===== src/rtl/spdif_bmc_decoder.sv =====
// S/PDIF biphase-mark receiver front end: line sync, interval classing,
// preamble detection and 32-slot subframe decode with lock tracking.
module spdif_bmc_decoder #(
    parameter int UI_CLKS  = 8,
    parameter int CNT_W    = 8,
    parameter int LOCK_CNT = 2
) (
    input  logic        clk_i,
    input  logic        rst_n_i,
    input  logic        spdif_i,
    output logic [23:0] sample_o,
    output logic        ch_o,
    output logic        block_start_o,
    output logic [2:0]  vuc_o,
    output logic        parity_err_o,
    output logic        valid_o,
    output logic        lock_o
);
    localparam int LCW = $clog2(LOCK_CNT + 1);
    localparam logic [CNT_W-1:0] T1   = CNT_W'(UI_CLKS / 2);
    localparam logic [CNT_W-1:0] T2   = CNT_W'(3 * UI_CLKS / 2);
    localparam logic [CNT_W-1:0] T3   = CNT_W'(5 * UI_CLKS / 2);
    localparam logic [CNT_W-1:0] T4   = CNT_W'(7 * UI_CLKS / 2);
    localparam logic [CNT_W-1:0] CMAX = {CNT_W{1'b1}};
    localparam logic [LCW-1:0]   LMAX = LCW'(LOCK_CNT);

    typedef enum logic [1:0] {HUNT, PRE, DATA} state_t;
    typedef enum logic [2:0] {C_NONE, C_GLT, C_S, C_L, C_X, C_TMO} cls_t;

    logic             s1_q, s2_q, s3_q;
    logic             edge_w;
    logic [CNT_W-1:0] cnt_q, cnt_d;
    cls_t             cls;

    state_t           state_q, state_d;
    logic [1:0]       pidx_q, pidx_d;
    cls_t             c1_q, c1_d, c2_q, c2_d;
    logic             chn_q, chn_d, blkn_q, blkn_d;
    logic             half_q, half_d;
    logic [4:0]       slot_q, slot_d;
    logic [27:0]      data_q, data_d, nd;
    logic [23:0]      sample_q, sample_d;
    logic             ch_q, ch_d, blk_q, blk_d;
    logic [2:0]       vuc_q, vuc_d;
    logic             perr_q, perr_d;
    logic             valid_q, valid_d;
    logic             lock_q, lock_d;
    logic [LCW-1:0]   lcnt_q, lcnt_d, lnext;
    logic             shift_en, bit_v, err;

    assign edge_w = s2_q ^ s3_q;

    always_comb begin
        cnt_d = cnt_q;
        if (edge_w) begin
            cnt_d = CNT_W'(1);
        end else if (cnt_q != CMAX) begin
            cnt_d = cnt_q + CNT_W'(1);
        end
    end

    // Timeout also fires once, without an edge, as the counter passes T4
    always_comb begin
        cls = C_NONE;
        if (edge_w) begin
            if (cnt_q < T1)      cls = C_GLT;
            else if (cnt_q < T2) cls = C_S;
            else if (cnt_q < T3) cls = C_L;
            else if (cnt_q < T4) cls = C_X;
            else                 cls = C_TMO;
        end else if (cnt_q == T4) begin
            cls = C_TMO;
        end
    end

    assign lnext = (lcnt_q == LMAX) ? lcnt_q : lcnt_q + LCW'(1);

    always_comb begin
        state_d  = state_q;
        pidx_d   = pidx_q;
        c1_d     = c1_q;
        c2_d     = c2_q;
        chn_d    = chn_q;
        blkn_d   = blkn_q;
        half_d   = half_q;
        slot_d   = slot_q;
        data_d   = data_q;
        sample_d = sample_q;
        ch_d     = ch_q;
        blk_d    = blk_q;
        vuc_d    = vuc_q;
        perr_d   = perr_q;
        valid_d  = 1'b0;
        lock_d   = lock_q;
        lcnt_d   = lcnt_q;
        shift_en = 1'b0;
        bit_v    = 1'b0;
        err      = 1'b0;
        nd       = {1'b0, data_q[27:1]};

        unique case (state_q)
            HUNT: begin
                if (cls == C_X) begin
                    state_d = PRE;
                    pidx_d  = 2'd1;
                end
            end
            PRE: begin
                if (cls == C_GLT || cls == C_TMO) begin
                    err = 1'b1;
                end else if (cls != C_NONE) begin
                    unique case (pidx_q)
                        2'd0: begin
                            if (cls == C_X) pidx_d = 2'd1;
                            else            err = 1'b1;
                        end
                        2'd1: begin
                            c1_d   = cls;
                            pidx_d = 2'd2;
                        end
                        2'd2: begin
                            c2_d   = cls;
                            pidx_d = 2'd3;
                        end
                        2'd3: begin
                            state_d = DATA;
                            slot_d  = 5'd4;
                            half_d  = 1'b0;
                            if (c1_q == C_S && c2_q == C_S && cls == C_X) begin
                                chn_d  = 1'b0;
                                blkn_d = 1'b1;
                            end else if (c1_q == C_X && c2_q == C_S && cls == C_S) begin
                                chn_d  = 1'b0;
                                blkn_d = 1'b0;
                            end else if (c1_q == C_L && c2_q == C_S && cls == C_L) begin
                                chn_d  = 1'b1;
                                blkn_d = 1'b0;
                            end else begin
                                err = 1'b1;
                            end
                        end
                    endcase
                end
            end
            DATA: begin
                if (cls != C_NONE) begin
                    case (cls)
                        C_S: begin
                            if (!half_q) begin
                                half_d = 1'b1;
                            end else begin
                                shift_en = 1'b1;
                                bit_v    = 1'b1;
                            end
                        end
                        C_L: begin
                            if (!half_q) shift_en = 1'b1;
                            else         err = 1'b1;
                        end
                        default: err = 1'b1;
                    endcase
                end
            end
            default: state_d = HUNT;
        endcase

        nd = {bit_v, data_q[27:1]};
        if (shift_en) begin
            data_d = nd;
            half_d = 1'b0;
            slot_d = slot_q + 5'd1;
            if (slot_q == 5'd31) begin
                state_d  = PRE;
                pidx_d   = 2'd0;
                valid_d  = 1'b1;
                sample_d = nd[23:0];
                vuc_d    = {nd[24], nd[25], nd[26]};
                perr_d   = ^nd;
                ch_d     = chn_q;
                blk_d    = blkn_q;
                lcnt_d   = lnext;
                lock_d   = (lnext == LMAX);
            end
        end

        if (cls == C_TMO) err = 1'b1;
        if (err) begin
            state_d = HUNT;
            valid_d = 1'b0;
            lock_d  = 1'b0;
            lcnt_d  = '0;
        end
    end

    always_ff @(posedge clk_i or negedge rst_n_i) begin
        if (!rst_n_i) begin
            s1_q     <= 1'b0;
            s2_q     <= 1'b0;
            s3_q     <= 1'b0;
            cnt_q    <= '0;
            state_q  <= HUNT;
            pidx_q   <= 2'd0;
            c1_q     <= C_NONE;
            c2_q     <= C_NONE;
            chn_q    <= 1'b0;
            blkn_q   <= 1'b0;
            half_q   <= 1'b0;
            slot_q   <= 5'd0;
            data_q   <= '0;
            sample_q <= '0;
            ch_q     <= 1'b0;
            blk_q    <= 1'b0;
            vuc_q    <= 3'd0;
            perr_q   <= 1'b0;
            valid_q  <= 1'b0;
            lock_q   <= 1'b0;
            lcnt_q   <= '0;
        end else begin
            s1_q     <= spdif_i;
            s2_q     <= s1_q;
            s3_q     <= s2_q;
            cnt_q    <= cnt_d;
            state_q  <= state_d;
            pidx_q   <= pidx_d;
            c1_q     <= c1_d;
            c2_q     <= c2_d;
            chn_q    <= chn_d;
            blkn_q   <= blkn_d;
            half_q   <= half_d;
            slot_q   <= slot_d;
            data_q   <= data_d;
            sample_q <= sample_d;
            ch_q     <= ch_d;
            blk_q    <= blk_d;
            vuc_q    <= vuc_d;
            perr_q   <= perr_d;
            valid_q  <= valid_d;
            lock_q   <= lock_d;
            lcnt_q   <= lcnt_d;
        end
    end

    assign sample_o      = sample_q;
    assign ch_o          = ch_q;
    assign block_start_o = blk_q;
    assign vuc_o         = vuc_q;
    assign parity_err_o  = perr_q;
    assign valid_o       = valid_q;
    assign lock_o        = lock_q;
endmodule

===== config.mk =====
export PLATFORM = sky130hd
export DESIGN_NAME = spdif_bmc_decoder
export DESIGN_NICKNAME = d
export VERILOG_FILES = /design/src/rtl/spdif_bmc_decoder.sv
export SDC_FILE = /design/constraint.sdc
export NUM_CORES = 1
export LEC_CHECK = 0
export ABC_AREA = 0
export BUFFER_PORTS_ARGS = -buffer_cell sky130_fd_sc_hd__buf_2
export CAP_MARGIN = 5
export CORE_AREA = 8 8 107 109
export DETAILED_ROUTE_END_ITERATION = 12
export DIE_AREA = 0 0 115 117
export SYNTH_ARGS = -nofsm -noshare
export SYNTH_HDL_FRONTEND = slang
export SYNTH_SLANG_ARGS = --single-unit
export TNS_END_PERCENT = 10

===== constraint.sdc =====
create_clock -name clk_i -period 2.45 [get_ports clk_i]
set_input_delay 0.735 -clock clk_i [delete_from_list [all_inputs] [get_ports clk_i]]
set_output_delay 0.735 -clock clk_i [all_outputs]
set_load 0.05 [all_outputs]

==> impl_metrics.tcl <==
set metrics [dict create \
    run_status "finished, final reports clean" \
    ys.warnings.count 0 \
    grt_overflow 0 \
    irDropWorstVdd_mv 0.314 \
    ioPinCount 35 \
    placement.setup.worst_slack_ns 0.0925 \
    global_route_wire_length_before_repair_mm 13.7 \
    skew_ns 0.0100 \
    power_switching_share 0.251 \
    wirelength_mm 8.29 \
    internal_power_consumption_w 0.00203 \
    synthDominantCellAreaShare 0.517 \
    cp_data_required_time_ns 2.72 \
    area_growth_pct 16.5 \
    maximum_number_of_pins_on_one_net_before_global_route_repair 48 \
    async_set_or_reset_flop_fraction_in_the_synthesized_netlist 1.00 \
    synth_cell_types 52 \
    p_leak_nw 2.49 \
    postSynthCellCount 365 \
    nNetsFinal 440 \
    avgViaCountPerCell 5.10 \
    cp_max_fo 8 \
    timing.max_slew.rel_slack 0.615 \
    dpl.hpwl_mm 5.87 \
    clock_tree.htree_level_count 3 \
    clkLatencyLatePin_ns 0.36 \
    pwr-share-clk 0.372 \
    worstHoldPathType "input pin to async pin" \
    vertical_die_dimension_um 117 \
    fp.dieW_um 115 \
    clk_pin_slew_worst_paths_ns 0.09 \
    final_layout_size_suffix_gt1_frac 0.331 \
    post-cts-setup-buffers 0 \
    synth-main-ff-cell "sky130_fd_sc_hd__dfrtp_1" \
    detailedRoute.firstIterationViolations 81 \
    critPathArrivalTime_ns 2.58 \
    drt_first_pass_iters 4 \
    rows 37 \
    num_antenna_cells 0 \
    antenna_found_initial 0 \
    netSwitchingPower_w 0.000680 \
    num_vias 2865 \
    finalHoldViolations 0 \
    final.period_utilization 0.943 \
    drc_errors 0 \
    clock.fmax_ghz 0.433 \
    critical_path_class "flop to flop" \
    core_mm2 0.00991 \
    rsz0062_at_grt "false" \
    final.setup.worst_slack_ns 0.140 \
    synth_enable_flop_cells 0 \
    number_of_global_route_vias_before_repair 2884 \
    die_footprint_mm2 0.0135 \
    synth_area_mm2 0.00430 \
    clock_sinks 89 \
    mappedNetlistNets 383 \
    io_buffer_count 34 \
    cts_made_buffers 9 \
    avgSynthCellArea_um2 11.8 \
    yosys_register_bits 89 \
    biggest_area_contributors_in_the_synthesized_netlist "sky130_fd_sc_hd__dfrtp_1, sky130_fd_sc_hd__mux2_2, sky130_fd_sc_hd__xnor2_1" \
    min_period_ns 2.31 \
    fin_setup_tns_ns 0 \
    synth-seq-area-share 0.517 \
    grtUsageTotal 0.130 \
    place_congestion 0.827 \
    synthDominantAreaCellType "sky130_fd_sc_hd__dfrtp_1" \
    endpoint_kind "flop" \
    finalCoreUtilization 0.506 \
    clock_tree.root_cell "sky130_fd_sc_hd__clkbuf_8" \
    pwr-share-seq 0.555 \
    drtAntennaViolNets 0 \
    finalSetupViolCount 0 \
    report.final.slew_viol_count 0 \
    start_kind "flop" \
    cap_viol_max_count 0 \
    pwr_density_cell_mw_per_mm2 540 \
    start_util 0.434 \
    post_dr_wirelength_cell_um 14.7 \
    cts_max_path_buffers 2 \
    tritoncts "built" \
    timing_worst_slew_pin_value_ns 0.573 \
    part_of_the_power_in_combinational_logic 0.073 \
]
cell usage after synthesis (3+ instances only):
cell                       n
sky130_fd_sc_hd__a21oi_1  19
sky130_fd_sc_hd__or3_1     3
sky130_fd_sc_hd__a22o_1    3
sky130_fd_sc_hd__a31oi_1   3
sky130_fd_sc_hd__ha_1     15
sky130_fd_sc_hd__dfrtp_1  89
sky130_fd_sc_hd__o21ai_0  14
sky130_fd_sc_hd__nand3_1  11
sky130_fd_sc_hd__a211o_1   3
sky130_fd_sc_hd__mux2_2   56
sky130_fd_sc_hd__buf_2     9
sky130_fd_sc_hd__nor3_1    6
sky130_fd_sc_hd__nand2_1  24
sky130_fd_sc_hd__xnor2_1  25
sky130_fd_sc_hd__and3_1    4
sky130_fd_sc_hd__nor4b_1   3
sky130_fd_sc_hd__nand4_1   5
sky130_fd_sc_hd__nor2_1   16
sky130_fd_sc_hd__inv_1    15
sky130_fd_sc_hd__xor2_1    4
final timing paths:
check	startpoint	end	slack [ns]	cells past startpoint
max	cnt_q[5]	state_q[1]	0.14	6
min	rst_n_i	cnt_q[1]	0.26	1
max reg2reg	cnt_q[5]	state_q[1]	0.14	6
min reg2reg	s1_q	s2_q	0.37	0
max in group asynchronous	rst_n_i	cnt_q[5]	1.60	2
min in group clk_i	s1_q	s2_q	0.37	0
area by class of cell:
type | count | area, um2
clock buffer | 9 | 124
clock inverter | 6 | 67.6
fill | 947 | 4890
inverter | 15 | 56.3
multi-input combinational | 249 | 1980
sequential | 89 | 2230
tap | 136 | 170
timing repair buffer | 58 | 390
logic make-up after synthesis:
kind of cell,share of synthesized area
DFF,0.517
and+or+nand+nor,0.104
AOI/OAI and AO/OA,0.0852
muxes,0.154
xor gates and xnor gates,0.0680
buffers and inverters,0.0279
adders and majority gates,0.0436
through the flow:
step                      cells  power, W  instance area (um2)  hold slack (ns)
after floorplan             365   0.00162                 4300            0.331
after global placement      547   0.00172                 4810            0.339
after detailed placement    547   0.00173                 4810            0.350
after CTS                   562   0.00274                 5000            0.269
after global routing        562   0.00282                 5020            0.269
final                       562   0.00271                 5020            0.263
critical path: stages, from the launching register on:
cell                      delay (ns)
sky130_fd_sc_hd__dfrtp_1        0.38
sky130_fd_sc_hd__or3_4          0.43
sky130_fd_sc_hd__or4_4          0.57
sky130_fd_sc_hd__nor3_4         0.19
sky130_fd_sc_hd__nor3_1         0.07
sky130_fd_sc_hd__a211o_1        0.36
sky130_fd_sc_hd__nor4_2         0.22
metal layers:
layer	global-route usage	wire, um	up-vias
met2	0.214	3900	52
met3	0.0359	326	10
met5	0	0	-
li1	-	-	1398
met4	0.0552	123	0
met1	0.158	3930	1405
sequential cells by signal, indices dropped and copies added, names as in the netlist, 2 cells and up:
register	cells
data_q	27
slot_q	5
sample_o	24
state_q	2
pidx_q	2
c1_q	3
cnt_q	8
vuc_o	3
c2_q	3
layout by cell type, fill, tap and decap left out, drive strengths merged, types with 2 or more instances in the layout:
master     n
dfrtp     89
mux2      58
buf       58
xnor2     25
nand2     24
a21oi     20
inv       17
nor2      16
o21ai     16
ha        15
nand3     11
clkbuf     9
nor3       7
nand4      5
and3       5
xor2       5
a22o       4
a211o      3
nor4b      3
a31oi      3
nor4       3
or3        3
o21a       2
a21o       2
o31ai      2
clkinvlp   2
or2        2
repair_timing:
item	CTS	global route
endpoints found under the setup margin	0	19
hold buffers	0	0
resized for setup	0	3
power groups by stage:
stage               clock network [W]  registers [W]  logic (W)
finish                        0.00101        0.00150   0.000197
global route                  0.00109        0.00151   0.000221
CTS                           0.00104        0.00150   0.000195
detailed placement                  0        0.00153   0.000194
global placement                    0        0.00153   0.000190
floorplan                           0        0.00152   0.000104
(Power assumes the default switching activity.)
